<file path="src/rtl/arrow_lane.sv">
// arrow_lane: scrolling lane of upcoming arrow codes, judges button presses against slot 0 and keeps score.
// Optional combo counter and bonus scoring under macro ARROW_LANE_COMBO_EN.
module arrow_lane #(
   parameter int DEPTH       = 8,
   parameter int CODE_W      = 4,
   parameter int ARROW_BASE  = 10,
   parameter int NUM_ARROWS  = 5,
   parameter int SCORE_W     = 16,
   parameter int HIT_POINTS  = 4,
   parameter int STATE_BITS  = 2,
   parameter logic [STATE_BITS:0] STATE_RESET = '0,
   parameter logic [STATE_BITS:0] STATE_PLAY  = (STATE_BITS+1)'(1)
) (
   input  logic                      clk,
   input  logic                      rst,
   input  logic [STATE_BITS:0]       state,
   input  logic                      beat,
   input  logic [CODE_W-1:0]         random_arrow,
   input  logic                      spawn,
   input  logic [NUM_ARROWS-1:0]     btn,
   output logic [DEPTH*CODE_W-1:0]   lane,
   output logic                      hit,
   output logic                      miss,
   output logic [SCORE_W-1:0]        score,
   output logic [7:0]                combo
);

   function automatic logic code_valid(input logic [CODE_W-1:0] c);
      return (int'(c) >= ARROW_BASE) && (int'(c) <= ARROW_BASE + NUM_ARROWS - 1);
   endfunction

   function automatic logic [SCORE_W-1:0] sat_add(input logic [SCORE_W-1:0] a,
                                                   input logic [SCORE_W-1:0] b);
      logic [SCORE_W:0] s;
      s = {1'b0, a} + {1'b0, b};
      return s[SCORE_W] ? {SCORE_W{1'b1}} : s[SCORE_W-1:0];
   endfunction

   logic [CODE_W-1:0]     lane_q [DEPTH];
   logic                  judged_q;
   logic [NUM_ARROWS-1:0] btn_q;
   logic [SCORE_W-1:0]    score_q;
   logic                  hit_q;
   logic                  miss_q;

   logic                  clear;
   logic                  run;
   logic [NUM_ARROWS-1:0] press;
   logic                  slot0_valid;
   logic [NUM_ARROWS-1:0] slot0_onehot;
   logic                  judge;
   logic                  good;
   logic                  depart_miss;
   logic [CODE_W-1:0]     entry_code;
   logic [SCORE_W-1:0]    points;

   assign clear = rst || (state == STATE_RESET);
   assign run   = (state == STATE_PLAY);
   assign press = btn & ~btn_q;

   assign slot0_valid  = code_valid(lane_q[0]);
   assign slot0_onehot = NUM_ARROWS'(1) << (int'(lane_q[0]) - ARROW_BASE);

   // A press counts only once per arrow; a beat-coincident press is judged before the shift.
   assign judge       = run && (press != '0) && slot0_valid && !judged_q;
   assign good        = judge && (press == slot0_onehot);
   assign depart_miss = run && beat && slot0_valid && !judged_q && !judge;

   assign entry_code = (spawn && code_valid(random_arrow)) ? random_arrow : '0;

`ifdef ARROW_LANE_COMBO_EN
   logic [7:0] combo_q;

   assign points = (combo_q >= 8'd8) ? SCORE_W'(2 * HIT_POINTS) : SCORE_W'(HIT_POINTS);
   assign combo  = combo_q;

   always_ff @(posedge clk) begin
      if (clear) begin
         combo_q <= '0;
      end else if (good) begin
         combo_q <= (combo_q == 8'hFF) ? combo_q : combo_q + 8'd1;
      end else if ((judge && !good) || depart_miss) begin
         combo_q <= '0;
      end
   end
`else
   assign points = SCORE_W'(HIT_POINTS);
   assign combo  = '0;
`endif

   // Button history tracks every cycle, even while frozen, so resume sees no stale edge.
   always_ff @(posedge clk) begin
      if (clear) btn_q <= '0;
      else       btn_q <= btn;
   end

   always_ff @(posedge clk) begin
      if (clear) begin
         for (int k = 0; k < DEPTH; k++) lane_q[k] <= '0;
         judged_q <= 1'b0;
         score_q  <= '0;
         hit_q    <= 1'b0;
         miss_q   <= 1'b0;
      end else begin
         hit_q  <= good;
         miss_q <= (judge && !good) || depart_miss;
         if (good) score_q <= sat_add(score_q, points);
         if (run && beat) begin
            for (int k = 0; k < DEPTH-1; k++) lane_q[k] <= lane_q[k+1];
            lane_q[DEPTH-1] <= entry_code;
            judged_q        <= 1'b0;
         end else if (judge) begin
            judged_q <= 1'b1;
         end
      end
   end

   for (genvar g = 0; g < DEPTH; g++) begin : g_pack
      assign lane[g*CODE_W +: CODE_W] = lane_q[g];
   end

   assign hit   = hit_q;
   assign miss  = miss_q;
   assign score = score_q;

endmodule

</file>
<file path="config.mk">
export PLATFORM = sky130hd
export DESIGN_NAME = arrow_lane
export DESIGN_NICKNAME = d
export VERILOG_FILES = /design/src/rtl/arrow_lane.sv
export SDC_FILE = /design/constraint.sdc
export NUM_CORES = 1
export LEC_CHECK = 0
export ABC_AREA = 1
export BUFFER_PORTS_ARGS = -buffer_cell sky130_fd_sc_hd__buf_2
export CORE_ASPECT_RATIO = 1.25
export CORE_MARGIN = 1
export CORE_UTILIZATION = 53
export DETAILED_ROUTE_END_ITERATION = 10
export GPL_TIMING_DRIVEN = 0
export HOLD_SLACK_MARGIN = 0.08
export PLACE_DENSITY = 0.77
export SLEW_MARGIN = 20
export SYNTH_ARGS = -nofsm -noshare
export SYNTH_HDL_FRONTEND = slang
export SYNTH_SLANG_ARGS = --single-unit
export TNS_END_PERCENT = 5
</file>
<file path="constraint.sdc">
create_clock -name clk -period 5.9 [get_ports clk]
set_clock_uncertainty 0.15 [all_clocks]
set_input_delay 1.475 -clock clk [delete_from_list [all_inputs] [get_ports clk]]
set_output_delay 1.475 -clock clk [all_outputs]
set_load 0.005 [all_outputs]
</file>
# Yosys cells after proc, flatten, opt, wreduce, memory -nomap -nowiden
# Memory sizes are Yosys's and may differ from the RTL's.
# Cells that the tools add are included.
# op_classes
n_bitwise,10
n_shift,1
n_reduce_logical,20
eq_ne,2
muxes,15
magnitude_cmp,4
add_sub_neg,2
# ops
operator,n
$mux W4,9
$shl A1 B32 Y5 const A,1
$add A16 B3 Y17 const B,1
$mux W16,1
$logic_and A1 B1 Y1,12
$ge A4 B4 Y1 const B,2
$le A4 B4 Y1 const B,2
$or A1 B1 Y1,8
$and A5 B5 Y5,1
$eq A5 B5 Y1,1
$mux W1,5
$not A5 Y5,1
$reduce_bool A5 Y1,1
$sub A4 B4 Y5 const B,1
$eq A3 B1 Y1 const B,1
$logic_not A1 Y1,3
$logic_not A3 Y1,1
$logic_or A1 B1 Y1,2
$reduce_or A2 Y1,1
# word_totals
memories,1
word_cells,60
regBits,24
output_inout_bits,58
in_bits,16
mem_bits_rw,32
# memory_table
memory,words,width,rd,rd_clocked_by_memory_dff,write_ports,line_no,source
lane_q,8,4,8,0,8,39,logic [CODE_W-1:0] lane_q [DEPTH];

# Logic depth before layout (Yosys ltp)
# logic_depth
depth_word,10
ltp_mapped,16
ltp_nobuf,15

# Least setup slack after synthesis
# OpenSTA, ideal clock, no wires.
# synth_path
path_kind,input to register
start,input port state[1]
end,register judged_q
cell_stages,5
setup_time_ns,0.115
required_time_ns,5.635
arrival_ns,4.358
n_path_buf,0
setup_slack_ns,1.277
cell_sequence,nor2_2 -> nand2_1 -> o21ai_0 -> o21bai_1 -> inv_1
# synth_between
elab_chain_cells,4
elab_cells_between_ends,8
classes_between,eq/ne (1); reduce/logical (7)
# synth_rtl
item,line_no,source
start: declaration,16,"input logic [STATE_BITS:0] state,"
$eq A3 B1 Y1,58,assign run = (state == STATE_PLAY);
$logic_and A1 B1 Y1 (3 in series),65,assign judge = run && (press != '0) && slot0_valid && !judged_q;
end signal: assignment,100,judged_q <= 1'b0;
end signal: assignment,111,judged_q <= 1'b0;
end signal: assignment,113,judged_q <= 1'b1;
end: declaration,40,logic judged_q;
# Parallel ways exist; a longest one is shown, timed or not.
# A chain may end at the register's enable or synchronous reset.

==> metrics.md <==
| Metric | Value |
|---|---|
| # rows | 29 |
| Met1 wire length | ~2400 microns |
| Met3 routed WL | 217 microns |
| CP max stage delay | between 0.3 and 0.4 ns |
| Antenna diodes | 0 |
| CTS H-Tree Depth | 2 |
| Reg2reg setup slack | between 3 and 4 ns |
| Hpwl dp | roughly 4600 microns |
| Area of the core | 0.005152 sq mm |
| Vias | approximately 2500 |
| RSZ-0062 raised after global routing | false |
| Worst-case clock buffer depth | 2 |
| Fin. Hold Viols | 0 |
| Syn Std Cell Area | ~0.0029 sq mm |
| Critical Path Sink | lane_q[0][27] |
| CP max FO | 10 |
| Setup crit end kind | flop |
| Crit path required time | around 5.9 ns |
| Layout Nets | 451 |
| Tcrit/Tclk final | 47.98% |
| Initial DRC Count | 150 |
| Clock Latency Late Sink | a little over 0.3 ns |
| Reg2reg path depth | 15 |
| Total GRT Usage | 23.77% |
| Yosys warning total | 0 |
| Synth Flop Type | edfxtp_1 |
| Critical path's slowest cell | a21oi_1 |
| FF-to-FF Start | lane_q[0][1] |
| P per Cell Area | around 210 mW/mm^2 |
| Layout cells sized above 1 | 25.23% |
| Clock sinks | 55 |
| Routed len/inst | roughly 12 microns |
| Die W | ~68 microns |
| Die Area | about 0.0058 sq mm |
| Number of synthesized flops with an enable pin | 32 |
| Die Y-Extent | 84.69 microns |
| Pwr Total | 0.7438 mW |
| First-pass GRT wire length | ~10000 microns |
| GPL Wtd Cong | ~0.9 |
| CP Launch Type | primary input |
| Min-delay worst type | reg2reg |
| Fin Setup TNS | 0 ns |
| Critical path arrival | ~2.9 ns |
| Crit path max-delay family | buffers and inverters |
| Post-synthesis cell type count | 34 |
| Placed cell count | between 400 and 500 |
| Commonest cells after routing, fill and taps aside | buf_2 (65), nor2_1 (61), nand2_1 (59), inv_1 (58), edfxtp_1 (32) |
| Crit path from | state[0] |
| Min cycle time layout | 2.831 ns |
| Vias per Instance | between 5 and 6 |
| Outcome | complete, no violations |
| Max Cap Viol | 0 |
| Setup Buffers After CTS | 0 |
| Metal2 WL | ~3300 microns |
| DRT antenna net count | 0 |
| Peak VDD IR | 0.0001456 V |
| CTS tree | built |
| DR DRC count | 0 |
| Initial antenna violation count | 0 |
| IO buf count | between 60 and 70 |
| Seq cells post-synth | between 50 and 60 |
| Core Util, Final | 67.29% |
| Worst slew pin tran | approximately 0.55 ns |
| Area Growth Syn to Fin | 19.59% |
| Clk root buf | clkbuf_8 |
| Num ports | 74 |
| Cells resized by post-CTS repair | 0 |
| Layout Cells excl Fill | slightly below 500 |
| Slew margin rel. | 63.49% |
| Clock transition at the registers of the reported paths | approximately 0.1 ns |
| First-pass iteration count of the detailed router | 4 |
| CP Class | in2reg |
| Final Max Slew Viols | 0 |
| Hold buffer count at cts | 0 |
| Initial Util | between 50% and 60% |
| Number of CTS-inserted buffers | 5 |
| Pin count of the biggest net entering global routing | 26 |
| Total gr overflow | 0 |
| CP Buf/Inv Count | 4 |
| CP cell instances | buf_2 -> inv_1 -> a21oi_1 -> clkinv_1 -> clkbuf_1 -> nor2_1 |
| Synth Instances | around 350 |
| Leakage | about 1.6 nW |
| Highest Signal Layer | met4 |
| FFs w/ async S/R, synth | 0% |
| R2R Path End | score[8] |
| FMAX | between 300 and 400 MHz |
| Syn Area/Cell | ~8.3 sq um |
| Vias in the first global route | 2376 |
| Commonest non-fill, non-tap cell in the layout | buf_2 |
| Drt total wl | 6069 microns |
| Final Setup Violations | 0 |
| Sequential-to-total area share from yosys stat | between 40 and 50% |
| Total stage count of the critical path | 6 |
## worst register-to-register path: cells and delay by family, from the launching register on
kind,cells,cell delay (ns)
buffers and inverters,4,0.38
adder cells (fa/ha/maj),2,0.42
AO/OA/AOI/OAI,1,0.05
flip-flops,1,0.53
AND/OR/NAND/NOR,8,0.88
## sequential cells by signal, indices dropped and copies added (netlist names)
name and count:
lane_q 32, score 15, btn_q 5, hit 1, judged_q 1, miss 1
## worst min path at each step
stage | from | to | slack (ns) | cells after the start
2_1_floorplan | judged_q | judged_q | 0.28 | 2
3_3_place_gp | judged_q | judged_q | 0.29 | 2
3_5_place_dp | score[0] | score[0] | 0.31 | 2
4_1_cts | score[0] | score[0] | 0.32 | 2
5_1_grt | score[0] | score[0] | 0.35 | 2
6_report | score[0] | score[0] | 0.32 | 2
## report_power, final
part           internal (mW)  switching, mW  leakage [nW]
Combinational         0.0341         0.0512          1.03
Clock                 0.0986          0.129        0.0522
Sequential             0.422        0.00880         0.523
Total                  0.555          0.189          1.61
## metal layers
layer | vias up | global-route usage, %
met5 | - | 0
met4 | 0 | 9.280
met3 | 13 | 3.940
met2 | 55 | 40.82
met1 | 1153 | 28.62
li1 | 1267 | -
## cell usage after synthesis, types with 2 or more instances
| library cell | count | area, sq um |
|---|---|---|
| or2_1 | 4 | 25.02 |
| clkbuf_1 | 4 | 15.01 |
| nand2_1 | 59 | 221.5 |
| nor2_4 | 3 | 33.78 |
| dfxtp_1 | 23 | 460.4 |
| a21oi_1 | 17 | 85.08 |
| nor2_2 | 2 | 12.51 |
| nor3_1 | 2 | 10.01 |
| o21bai_1 | 2 | 15.01 |
| nand2_2 | 3 | 18.77 |
| nor2_1 | 61 | 229.0 |
| xnor2_1 | 2 | 17.52 |
| ha_1 | 4 | 50.05 |
| nand3_2 | 3 | 30.03 |
| edfxtp_1 | 32 | 960.9 |
| inv_2 | 3 | 11.26 |
| inv_1 | 58 | 217.7 |
| nand4_1 | 24 | 150.1 |
| buf_6 | 4 | 45.04 |
| nand3_1 | 18 | 90.09 |
| buf_4 | 10 | 75.07 |
## layout make-up
type,count,area (sq um)
multi-input combinational,223,1147
timing repair buffer,66,352.8
inverter,62,232.7
fill,447,1685
clock inverter,2,17.52
sequential,55,1421
tap,62,77.57
clock buffer,6,82.58
buffer,18,135.1
## per-stage QoR
stage | setup WS, ns | area (sq um) | hold WS (ns)
floorplan | 1.277 | 2925 | 0.2846
global placement | 0.2423 | 3328 | 0.2933
detailed placement | 2.722 | 3367 | 0.3077
CTS | 3.041 | 3467 | 0.3234
global route | 2.990 | 3467 | 0.3472
finish | 3.069 | 3467 | 0.3230
## logic make-up (layout without fill, tap and decap cells)
logic type	count (synthesis)	after routing	share of synthesized area [%]
flip-flops	55	55	49.03
other	1	8	0.1294
XOR/XNOR	4	4	1.468
adder cells (fa/ha/maj)	4	4	1.726
AND/OR/NAND/NOR	184	184	30.34
buffers and inverters	80	154	12.69
AO/OA/AOI/OAI	23	23	4.618
No activity file was read; power rests on OpenSTA's default activity.
